<file path="src/rtl/radix2_divider_nbit.sv">
// Iterative radix-2 restoring divider with per-operand signedness and valid/ready handshakes.
// Optional DIV_SPECIAL_FASTPATH_EN: divide-by-zero and signed overflow go straight to DONE.
module radix2_divider_nbit #(
  parameter  int DIV_SIZE = 32,
  localparam int CNT_W    = $clog2(DIV_SIZE + 1)
) (
  input  logic                clk,
  input  logic                rst_n,
  input  logic [DIV_SIZE-1:0] in_op1,
  input  logic [DIV_SIZE-1:0] in_op2,
  input  logic                in_op1_signed,
  input  logic                in_op2_signed,
  input  logic                in_valid,
  output logic                in_ready,
  output logic [DIV_SIZE-1:0] out_quot,
  output logic [DIV_SIZE-1:0] out_rem,
  output logic                out_div_by_zero,
  output logic                out_valid,
  input  logic                out_ready
);

  typedef enum logic [1:0] {
    IDLE  = 2'd0,
    CALC  = 2'd1,
    FIXUP = 2'd2,
    DONE  = 2'd3
  } state_t;

  localparam logic [DIV_SIZE-1:0] ZERO    = {DIV_SIZE{1'b0}};
  localparam logic [DIV_SIZE-1:0] ONES    = {DIV_SIZE{1'b1}};
  localparam logic [DIV_SIZE-1:0] ONE     = {{(DIV_SIZE-1){1'b0}}, 1'b1};
  localparam logic [CNT_W-1:0]    CNT_ONE = {{(CNT_W-1){1'b0}}, 1'b1};
  localparam logic [CNT_W-1:0]    CNT_MAX = CNT_W'(DIV_SIZE - 1);

  state_t              state_r;
  state_t              state_nxt_s;
  logic [CNT_W-1:0]    cnt_r;
  logic [DIV_SIZE-1:0] quot_r;
  logic [DIV_SIZE-1:0] prem_r;
  logic [DIV_SIZE-1:0] dvsr_r;
  logic [DIV_SIZE-1:0] op1_raw_r;
  logic                quot_neg_r;
  logic                rem_neg_r;
  logic                dbz_r;
  logic [DIV_SIZE-1:0] out_quot_r;
  logic [DIV_SIZE-1:0] out_rem_r;
  logic                out_dbz_r;
  logic                in_ready_s;
  logic                out_valid_s;

  logic                accept_s;
  logic                op1_neg_s;
  logic                op2_neg_s;
  logic [DIV_SIZE-1:0] op1_mag_s;
  logic [DIV_SIZE-1:0] op2_mag_s;
  logic                op2_zero_s;
  logic [DIV_SIZE:0]   shifted_s;
  logic [DIV_SIZE:0]   trial_s;
`ifdef DIV_SPECIAL_FASTPATH_EN
  logic                ovf_s;
  logic                special_s;
`endif

  // Operand magnitudes and one restoring-division trial step.
  always_comb begin
    accept_s   = in_valid && (state_r == IDLE);
    op1_neg_s  = in_op1_signed && in_op1[DIV_SIZE-1];
    op2_neg_s  = in_op2_signed && in_op2[DIV_SIZE-1];
    op1_mag_s  = op1_neg_s ? (~in_op1 + ONE) : in_op1;
    op2_mag_s  = op2_neg_s ? (~in_op2 + ONE) : in_op2;
    op2_zero_s = (in_op2 == ZERO);
    shifted_s  = {prem_r, quot_r[DIV_SIZE-1]};
    trial_s    = shifted_s - {1'b0, dvsr_r};
  end

`ifdef DIV_SPECIAL_FASTPATH_EN
  // Special operand pairs whose result is known without iterating.
  always_comb begin
    ovf_s     = in_op1_signed && in_op2_signed &&
                (in_op1 == {1'b1, {(DIV_SIZE-1){1'b0}}}) && (in_op2 == ONES);
    special_s = op2_zero_s || ovf_s;
  end
`endif

  // State register.
  always_ff @(posedge clk or negedge rst_n) begin
    if (!rst_n) begin
      state_r <= IDLE;
    end else begin
      state_r <= state_nxt_s;
    end
  end

  // Next-state logic.
  always_comb begin
    state_nxt_s = state_r;
    case (state_r)
      IDLE: begin
        if (accept_s) begin
`ifdef DIV_SPECIAL_FASTPATH_EN
          state_nxt_s = special_s ? DONE : CALC;
`else
          state_nxt_s = CALC;
`endif
        end else begin
          state_nxt_s = IDLE;
        end
      end
      CALC: begin
        if (cnt_r == CNT_MAX) begin
          state_nxt_s = FIXUP;
        end else begin
          state_nxt_s = CALC;
        end
      end
      FIXUP: state_nxt_s = DONE;
      DONE: begin
        if (out_ready) begin
          state_nxt_s = IDLE;
        end else begin
          state_nxt_s = DONE;
        end
      end
      default: state_nxt_s = IDLE;
    endcase
  end

  // Handshake outputs decoded from the registered state.
  always_comb begin
    in_ready_s  = 1'b0;
    out_valid_s = 1'b0;
    case (state_r)
      IDLE:    in_ready_s  = 1'b1;
      DONE:    out_valid_s = 1'b1;
      default: begin
        in_ready_s  = 1'b0;
        out_valid_s = 1'b0;
      end
    endcase
  end

  // Datapath: operand capture, iteration, sign fix-up and result registers.
  always_ff @(posedge clk or negedge rst_n) begin
    if (!rst_n) begin
      cnt_r      <= {CNT_W{1'b0}};
      quot_r     <= ZERO;
      prem_r     <= ZERO;
      dvsr_r     <= ZERO;
      op1_raw_r  <= ZERO;
      quot_neg_r <= 1'b0;
      rem_neg_r  <= 1'b0;
      dbz_r      <= 1'b0;
      out_quot_r <= ZERO;
      out_rem_r  <= ZERO;
      out_dbz_r  <= 1'b0;
    end else begin
      case (state_r)
        IDLE: begin
          if (accept_s) begin
            cnt_r      <= {CNT_W{1'b0}};
            quot_r     <= op1_mag_s;
            prem_r     <= ZERO;
            dvsr_r     <= op2_mag_s;
            op1_raw_r  <= in_op1;
            quot_neg_r <= op1_neg_s ^ op2_neg_s;
            rem_neg_r  <= op1_neg_s;
            dbz_r      <= op2_zero_s;
`ifdef DIV_SPECIAL_FASTPATH_EN
            if (special_s) begin
              out_quot_r <= op2_zero_s ? ONES : in_op1;
              out_rem_r  <= op2_zero_s ? in_op1 : ZERO;
              out_dbz_r  <= op2_zero_s;
            end
`endif
          end
        end
        CALC: begin
          // A negative trial keeps the shifted remainder (restore) and emits a 0 bit.
          prem_r <= trial_s[DIV_SIZE] ? shifted_s[DIV_SIZE-1:0] : trial_s[DIV_SIZE-1:0];
          quot_r <= {quot_r[DIV_SIZE-2:0], ~trial_s[DIV_SIZE]};
          cnt_r  <= cnt_r + CNT_ONE;
        end
        FIXUP: begin
          if (dbz_r) begin
            out_quot_r <= ONES;
            out_rem_r  <= op1_raw_r;
          end else begin
            out_quot_r <= quot_neg_r ? (~quot_r + ONE) : quot_r;
            out_rem_r  <= rem_neg_r ? (~prem_r + ONE) : prem_r;
          end
          out_dbz_r <= dbz_r;
        end
        default: begin
          cnt_r <= cnt_r;
        end
      endcase
    end
  end

  assign in_ready        = in_ready_s;
  assign out_valid       = out_valid_s;
  assign out_quot        = out_quot_r;
  assign out_rem         = out_rem_r;
  assign out_div_by_zero = out_dbz_r;

endmodule
</file>
<file path="config.mk">
export PLATFORM = sky130hd
export DESIGN_NAME = radix2_divider_nbit
export DESIGN_NICKNAME = d
export VERILOG_FILES = /design/src/rtl/radix2_divider_nbit.sv
export SDC_FILE = /design/constraint.sdc
export NUM_CORES = 1
export LEC_CHECK = 0
export BUFFER_PORTS_ARGS = -buffer_cell sky130_fd_sc_hd__buf_2
export CAP_MARGIN = 40
export CORE_ASPECT_RATIO = 1.1
export CORE_UTILIZATION = 60
export DETAILED_ROUTE_END_ITERATION = 7
export PLACE_DENSITY = 0.86
export SLEW_MARGIN = 0
export SYNTH_ARGS = -nofsm -noshare
export SYNTH_HDL_FRONTEND = slang
export SYNTH_SLANG_ARGS = --single-unit
</file>
<file path="constraint.sdc">
create_clock -name clk -period 6.6 [get_ports clk]
set_input_delay 1.32 -clock clk [delete_from_list [all_inputs] [get_ports clk]]
set_output_delay 1.32 -clock clk [all_outputs]
set_load 0.01 [all_outputs]
</file>
==> results of run 1 <==
logic make-up after synthesis:
| kind of cell | after synthesis | share of synthesized area |
|---|---|---|
| buffers and inverters | 127 | 0.0419 |
| adder cells (fa/ha/maj) | 38 | 0.0388 |
| XOR/XNOR | 149 | 0.105 |
| AO/OA/AOI/OAI | 413 | 0.197 |
| AND/OR/NAND/NOR | 544 | 0.198 |
| multiplexers | 12 | 0.00964 |
| flip-flops | 204 | 0.410 |
tightest hold or removal path, stage by stage (launching register included):
cell and delay (ns):
dfrtp_1 0.33, nand2_1 0.04, o21ai_0 0.06
stage by stage:
stage	total power (W)	area, µm²
global placement	0.00635	13200
global route	0.00851	14100
CTS	0.00785	14100
floorplan	0.00544	12500
detailed placement	0.00653	13300
finish	0.00787	14100
cell type report:
type,count,area [µm²]
Multi-Input combinational cell,1156,6870
Sequential cell,204,5110
Inverter,45,169
Clock inverter,4,70.1
Timing Repair Buffer,150,827
Clock buffer,34,697
Tap cell,252,315
Fill cell,1550,6020
final timing paths:
kind,to,slack (ns),depth (start not counted)
setup reg to reg,prem_r[20]$_DFFE_PN0P_,2.38,13
min in group asynchronous,out_quot[27]$_DFFE_PN0N_,0.90,1
max in group asynchronous,dbz_r$_DFFE_PN0P_,4.45,2
setup / recovery,prem_r[20]$_DFFE_PN0P_,2.38,13
hold reg to reg,out_rem[27]$_DFFE_PN0N_,0.48,2
hold / removal,out_rem[27]$_DFFE_PN0N_,0.48,2
power groups by stage:
stage / Combinational, W / Sequential (W) / Clock (W)
floorplan: 0.00316 / 0.00228 / 0
global placement: 0.00395 / 0.00239 / 0
detailed placement: 0.00412 / 0.00241 / 0
CTS: 0.00416 / 0.00240 / 0.00130
global route: 0.00467 / 0.00248 / 0.00135
finish: 0.00417 / 0.00241 / 0.00129
per-layer routing:
metal	track usage	vias up
li1	-	5363
met1	0.377	5197
met2	0.503	404
met3	0.0329	66
met4	0.105	0
met5	0	-
registers in the layout, summed over array words and instances (netlist names):
register,count
dvsr_r,32
quot_r,32
quot_neg_r,1
out_div_by_zero,1
prem_r,32
out_quot,32
out_rem,32
state_r,2
cnt_r,6
dbz_r,1
rem_neg_r,1
op1_raw_r,32
cells in the final DEF, fill, tap and decap left out, types with 4 or more instances in the layout:
master	count
nand2_1	229
dfrtp_1	203
o21ai_0	161
buf_2	135
nor2_1	115
a21oi_1	114
nand3_1	87
xor2_1	87
xnor2_1	61
inv_1	45
ha_1	37
o31ai_1	34
a22oi_1	30
clkbuf_16	23
or3_1	20
nor3_1	16
a21o_1	14
mux2i_1	12
buf_4	12
o41ai_1	10
nand2b_1	9
clkbuf_8	9
and2_1	8
a31oi_1	8
nor2b_1	8
o211ai_1	8
or2_2	7
nor4_1	6
and3_1	6
a221o_1	6
o21a_1	5
nor3b_1	4
o21bai_1	4
==> flow_metrics.tcl, run 1 <==
set metrics [dict create \
    status "complete, no violations" \
    rsz0062_at_grt "false" \
    grt-ovfl-total 0 \
    ctsRootBufferMaster "clkbuf_16" \
    synth-main-ff-cell "dfrtp_1" \
    finalHoldViolations 0 \
    via_per_inst 5.98 \
    crit_type "flop to flop" \
    syn_nets 1595 \
    relSlewSlack 0.365 \
    antenna_found_initial 0 \
    die_h_um 153 \
    cts_setup_buffers 0 \
    hold_path_class "flop to flop" \
    tns_ns 0 \
    powerDensity_nw_per_um2 560 \
    p_comb_frac 0.530 \
    numCtsBuffers 22 \
    cts.sinks 204 \
    ys_seq_area_frac 0.410 \
    pin_count 137 \
    p_switching_w 0.00349 \
    gp_congestion 0.929 \
    synth_top_area_frac 0.410 \
    final_core_util 0.700 \
    antennaDiodeCount 0 \
    ys_top_cells_by_area "dfrtp_1, nand2_1, o21ai_0" \
    core_area_um2 20100 \
    start_util 0.621 \
    startpoint "quot_r[31]$_DFFE_PN0P_" \
    drive_above_1_share 0.137 \
    synthArstFlopShare 1.00 \
    ys_types 64 \
    critPathTopFamily "compound AO/OA/AOI/OAI gates" \
    io_buffers 136 \
    timing.rr.start "quot_r[31]$_DFFE_PN0P_" \
    htree_levels 1 \
    syn_to_final_growth_pct 12.7 \
    drc 0 \
    clock_skew_ns 0.0129 \
    grt_pass1_wl_mm 50.9 \
    met3_length_mm 1.95 \
    path_cells "inv_1 > ha_1 > fa_1 > nand2b_1 > a21oi_1 > a31o_2 > a21oi_1 > o41ai_1 > xor2_1 > buf_4 > nand2_1 > a2111oi_0 > a221o_1" \
    timing.final.crit_period_ns 4.22 \
    route.vias.total 11000 \
    syn_area_um2 12500 \
    leakagePower_nw 6.50 \
    clk_path_buf_depth 3 \
    cts.reportedPaths.clkPinSlew_ns 0.06 \
    grt_usage 0.291 \
    grt_pass1_vias 10500 \
    wl_mm 30.9 \
    p_int_w 0.00439 \
    route.met2.wl_mm 15.0 \
    cts_tree "yes" \
    syn_area_per_cell_um2 8.38 \
    yosys_warnings 0 \
    dp_slack_ns 2.36 \
    slew_viol_final 0 \
    first_iter_violations 685 \
    instances_no_fill 1845 \
    rows 54 \
    p_sw_frac 0.443 \
    slowest_delay_ns 0.74 \
    worst_pin_slew_ns 0.953 \
    synth_common_cells "nand2_1, dfrtp_1, o21ai_0" \
    start_kind "flop" \
    fin_nets 1687 \
    cp.arrival_ns 4.66 \
    clockPowerShare 0.164 \
    dp_cells 1807 \
    critical_path_buf_inv_count 2 \
    hp-start "out_rem[27]$_DFFE_PN0N_" \
    holdWs_ns 0.475 \
    cts_hold_buf 0 \
    cts_resized 0 \
    clkLatencyLatePin_ns 0.50 \
    post-synth-top-count-cell "nand2_1" \
    synth_edf_count 0 \
    sequentialPowerShare 0.306 \
    yosys.area.top_type "dfrtp_1" \
    synthesis.instances 1487 \
    slowest_stage "o41ai_1" \
    m1WireLength_mm 13.0 \
    grt_max_degree 103 \
    required_ns 7.04 \
    wire_per_inst_um 16.7 \
    dr.max_layer_used "met4" \
    layout_setup_ws_ns 2.38 \
    ys_seq_elements 204 \
    crit_fanout 20 \
    fp.dieW_um 139 \
    cpMostUsedCell "a21oi_1" \
    clock.fmax_ghz 0.237 \
    fin_crit_sh 0.639 \
    ant_nets 0 \
    firstDrtPassIters 5 \
    worstSetupEndpointType "flop" \
    maxCapViolCount 0 \
    die_area_um2 21400 \
    dpl.hpwl_mm 22.1 \
    ir_drop_mv 0.269 \
    setup_violations 0 \
]
Power figures use the tool's default switching activity.
==> run 2: changes to the inputs <==
- CORE_UTILIZATION: 60 -> 54
- PLACE_DENSITY: 0.86 -> 0.82
- clock period: 6.6 -> 3.4 ns (I/O delays scaled with it)
==> run 2 against run 1 <==
  * Sequential share of layout area fell by 1.3 points
  * Routed wire length rose by 1.4%
  * Cell area is 3.6% higher
  * Non-clock buffer count increased by 40
  * Largest cell class unchanged
==> flow_metrics.tcl, run 2 (synthesized netlist as in run 1, its figures left out) <==
set metrics [dict create \
    status "complete, no violations" \
    fp.dieW_um 147 \
    tns_ns 0 \
    ant_nets 0 \
    p_comb_frac 0.551 \
    gp_congestion 0.895 \
    route.vias.total 11100 \
    top_usage_layer "met2" \
    ctsRootBufferMaster "clkbuf_16" \
    die_area_um2 23700 \
    syn_to_final_growth_pct 16.8 \
    hold_path_class "input port to asynchronous set/reset pin" \
    setup_violations 0 \
    dpl.hpwl_mm 23.0 \
    clock.fmax_ghz 0.298 \
    cts_tree "yes" \
    start_util 0.557 \
    grt-ovfl-total 0 \
    wire_per_inst_um 16.2 \
    cts.sinks 204 \
    leakagePower_nw 6.75 \
    final_core_util 0.650 \
    timing.final.crit_period_ns 3.35 \
    post-layout-total-power_w 0.0161 \
    fin_nets 1728 \
    crit_fanout 4 \
    fin_crit_sh 0.985 \
    final_cell_mix "nand2_1, dfrtp_1, o21ai_0, buf_2, nor2_1" \
    die_h_um 161 \
    grt_pass1_wl_mm 52.1 \
    clkLatencyLatePin_ns 0.51 \
    use_met3 0.0260 \
    final_common_cell "nand2_1" \
    clk_path_buf_depth 3 \
    p_sw_frac 0.435 \
    timing.rr.start "prem_r[5]$_DFFE_PN0P_" \
    powerDensity_nw_per_um2 1110 \
    rsz0062_at_grt "true" \
    ir_drop_mv 0.555 \
    p_int_w 0.00913 \
    drive_above_1_share 0.161 \
    gr-usage-met1 0.367 \
    clock_skew_ns 0.0196 \
    first_iter_violations 732 \
    via_per_inst 5.74 \
    p_switching_w 0.00702 \
    worstSetupEndpointType "flop" \
    start_kind "flop" \
    clockPowerShare 0.166 \
    grt_pass1_vias 10600 \
    io_buffers 136 \
    startpoint "prem_r[5]$_DFFE_PN0P_" \
    htree_levels 1 \
    grt_usage 0.268 \
    antenna_found_initial 0 \
    holdWs_ns 0.259 \
    grt_use_met2 0.452 \
    cts_hold_buf 0 \
    required_ns 3.79 \
    cts.reportedPaths.clkPinSlew_ns 0.06 \
    drc 0 \
    grt_max_degree 99 \
    cp.arrival_ns 3.74 \
    numCtsBuffers 23 \
    maxCapViolCount 0 \
    rows 57 \
    firstDrtPassIters 5 \
    slew_viol_final 0 \
    worst_pin_slew_ns 0.903 \
    crit_type "flop to flop" \
    pin_count 137 \
    core_area_um2 22400 \
    relSlewSlack 0.398 \
    sequentialPowerShare 0.283 \
    wl_mm 31.3 \
    finalHoldViolations 0 \
]
-- run 2: repair_timing --
action,CTS,global route
gates resized for setup,1,9
endpoints found under the setup margin,8,14
pin swaps,0,1
setup buffers,0,1
-- run 2: layer usage --
layer / part of all wire / vias up
li1: - / 5452
met3: 0.052 / 55
met5: 0 / -
met4: 0.020 / 0
met2: 0.48 / 343
met1: 0.44 / 5239
-- run 2: final cells by class --
cell class	instances	area [µm²]
flip-flops and latches	204	5110
well taps	295	369
fillers	1880	7840
inverters	45	169
diodes	1	2.50
repair buffers	190	1180
clock inverters	9	174
multi-input cells	1156	6920
clock buffers	31	636
-- run 2: critical path: stages, from the launching register on --
cell,delay [ns]
dfrtp_1,0.38
or4_4,0.55
or4_4,0.46
or4_4,0.46
or3_4,0.39
or2_4,0.28
nand2b_4,0.15
o21ai_2,0.14
xnor2_1,0.08
a221o_1,0.32
-- run 2: final timing paths --
path                                          endpoint  slack, ns  cells past startpoint
min in group clk                     dbz_r$_DFFE_PN0P_       0.40                      2
max                            out_rem[28]$_DFFE_PN0N_       0.05                      9
min reg2reg                out_div_by_zero$_DFFE_PN0N_       0.47                      2
min                           out_quot[27]$_DFFE_PN0N_       0.26                      1
max in group asynchronous            dbz_r$_DFFE_PN0P_       2.18                      2
max reg2reg                    out_rem[28]$_DFFE_PN0N_       0.05                      9
-- run 2: stage by stage --
step / cell area, µm² / setup slack (ns) / std cells
floorplan: 12500 / 0.0510 / 1487
global placement: 13600 / 0.0924 / 1886
detailed placement: 13700 / -0.104 / 1889
CTS: 14500 / 0.0420 / 1929
global route: 14600 / -0.00412 / 1930
finish: 14600 / 0.0493 / 1931
-- run 2: power groups by stage --
stage          logic, W  clock network [W]  registers [W]
5_1_grt         0.00997            0.00280        0.00469
3_3_place_gp    0.00836                  0        0.00455
6_report        0.00890            0.00268        0.00457
2_1_floorplan   0.00613                  0        0.00442
3_5_place_dp    0.00867                  0        0.00456
4_1_cts         0.00876            0.00270        0.00453
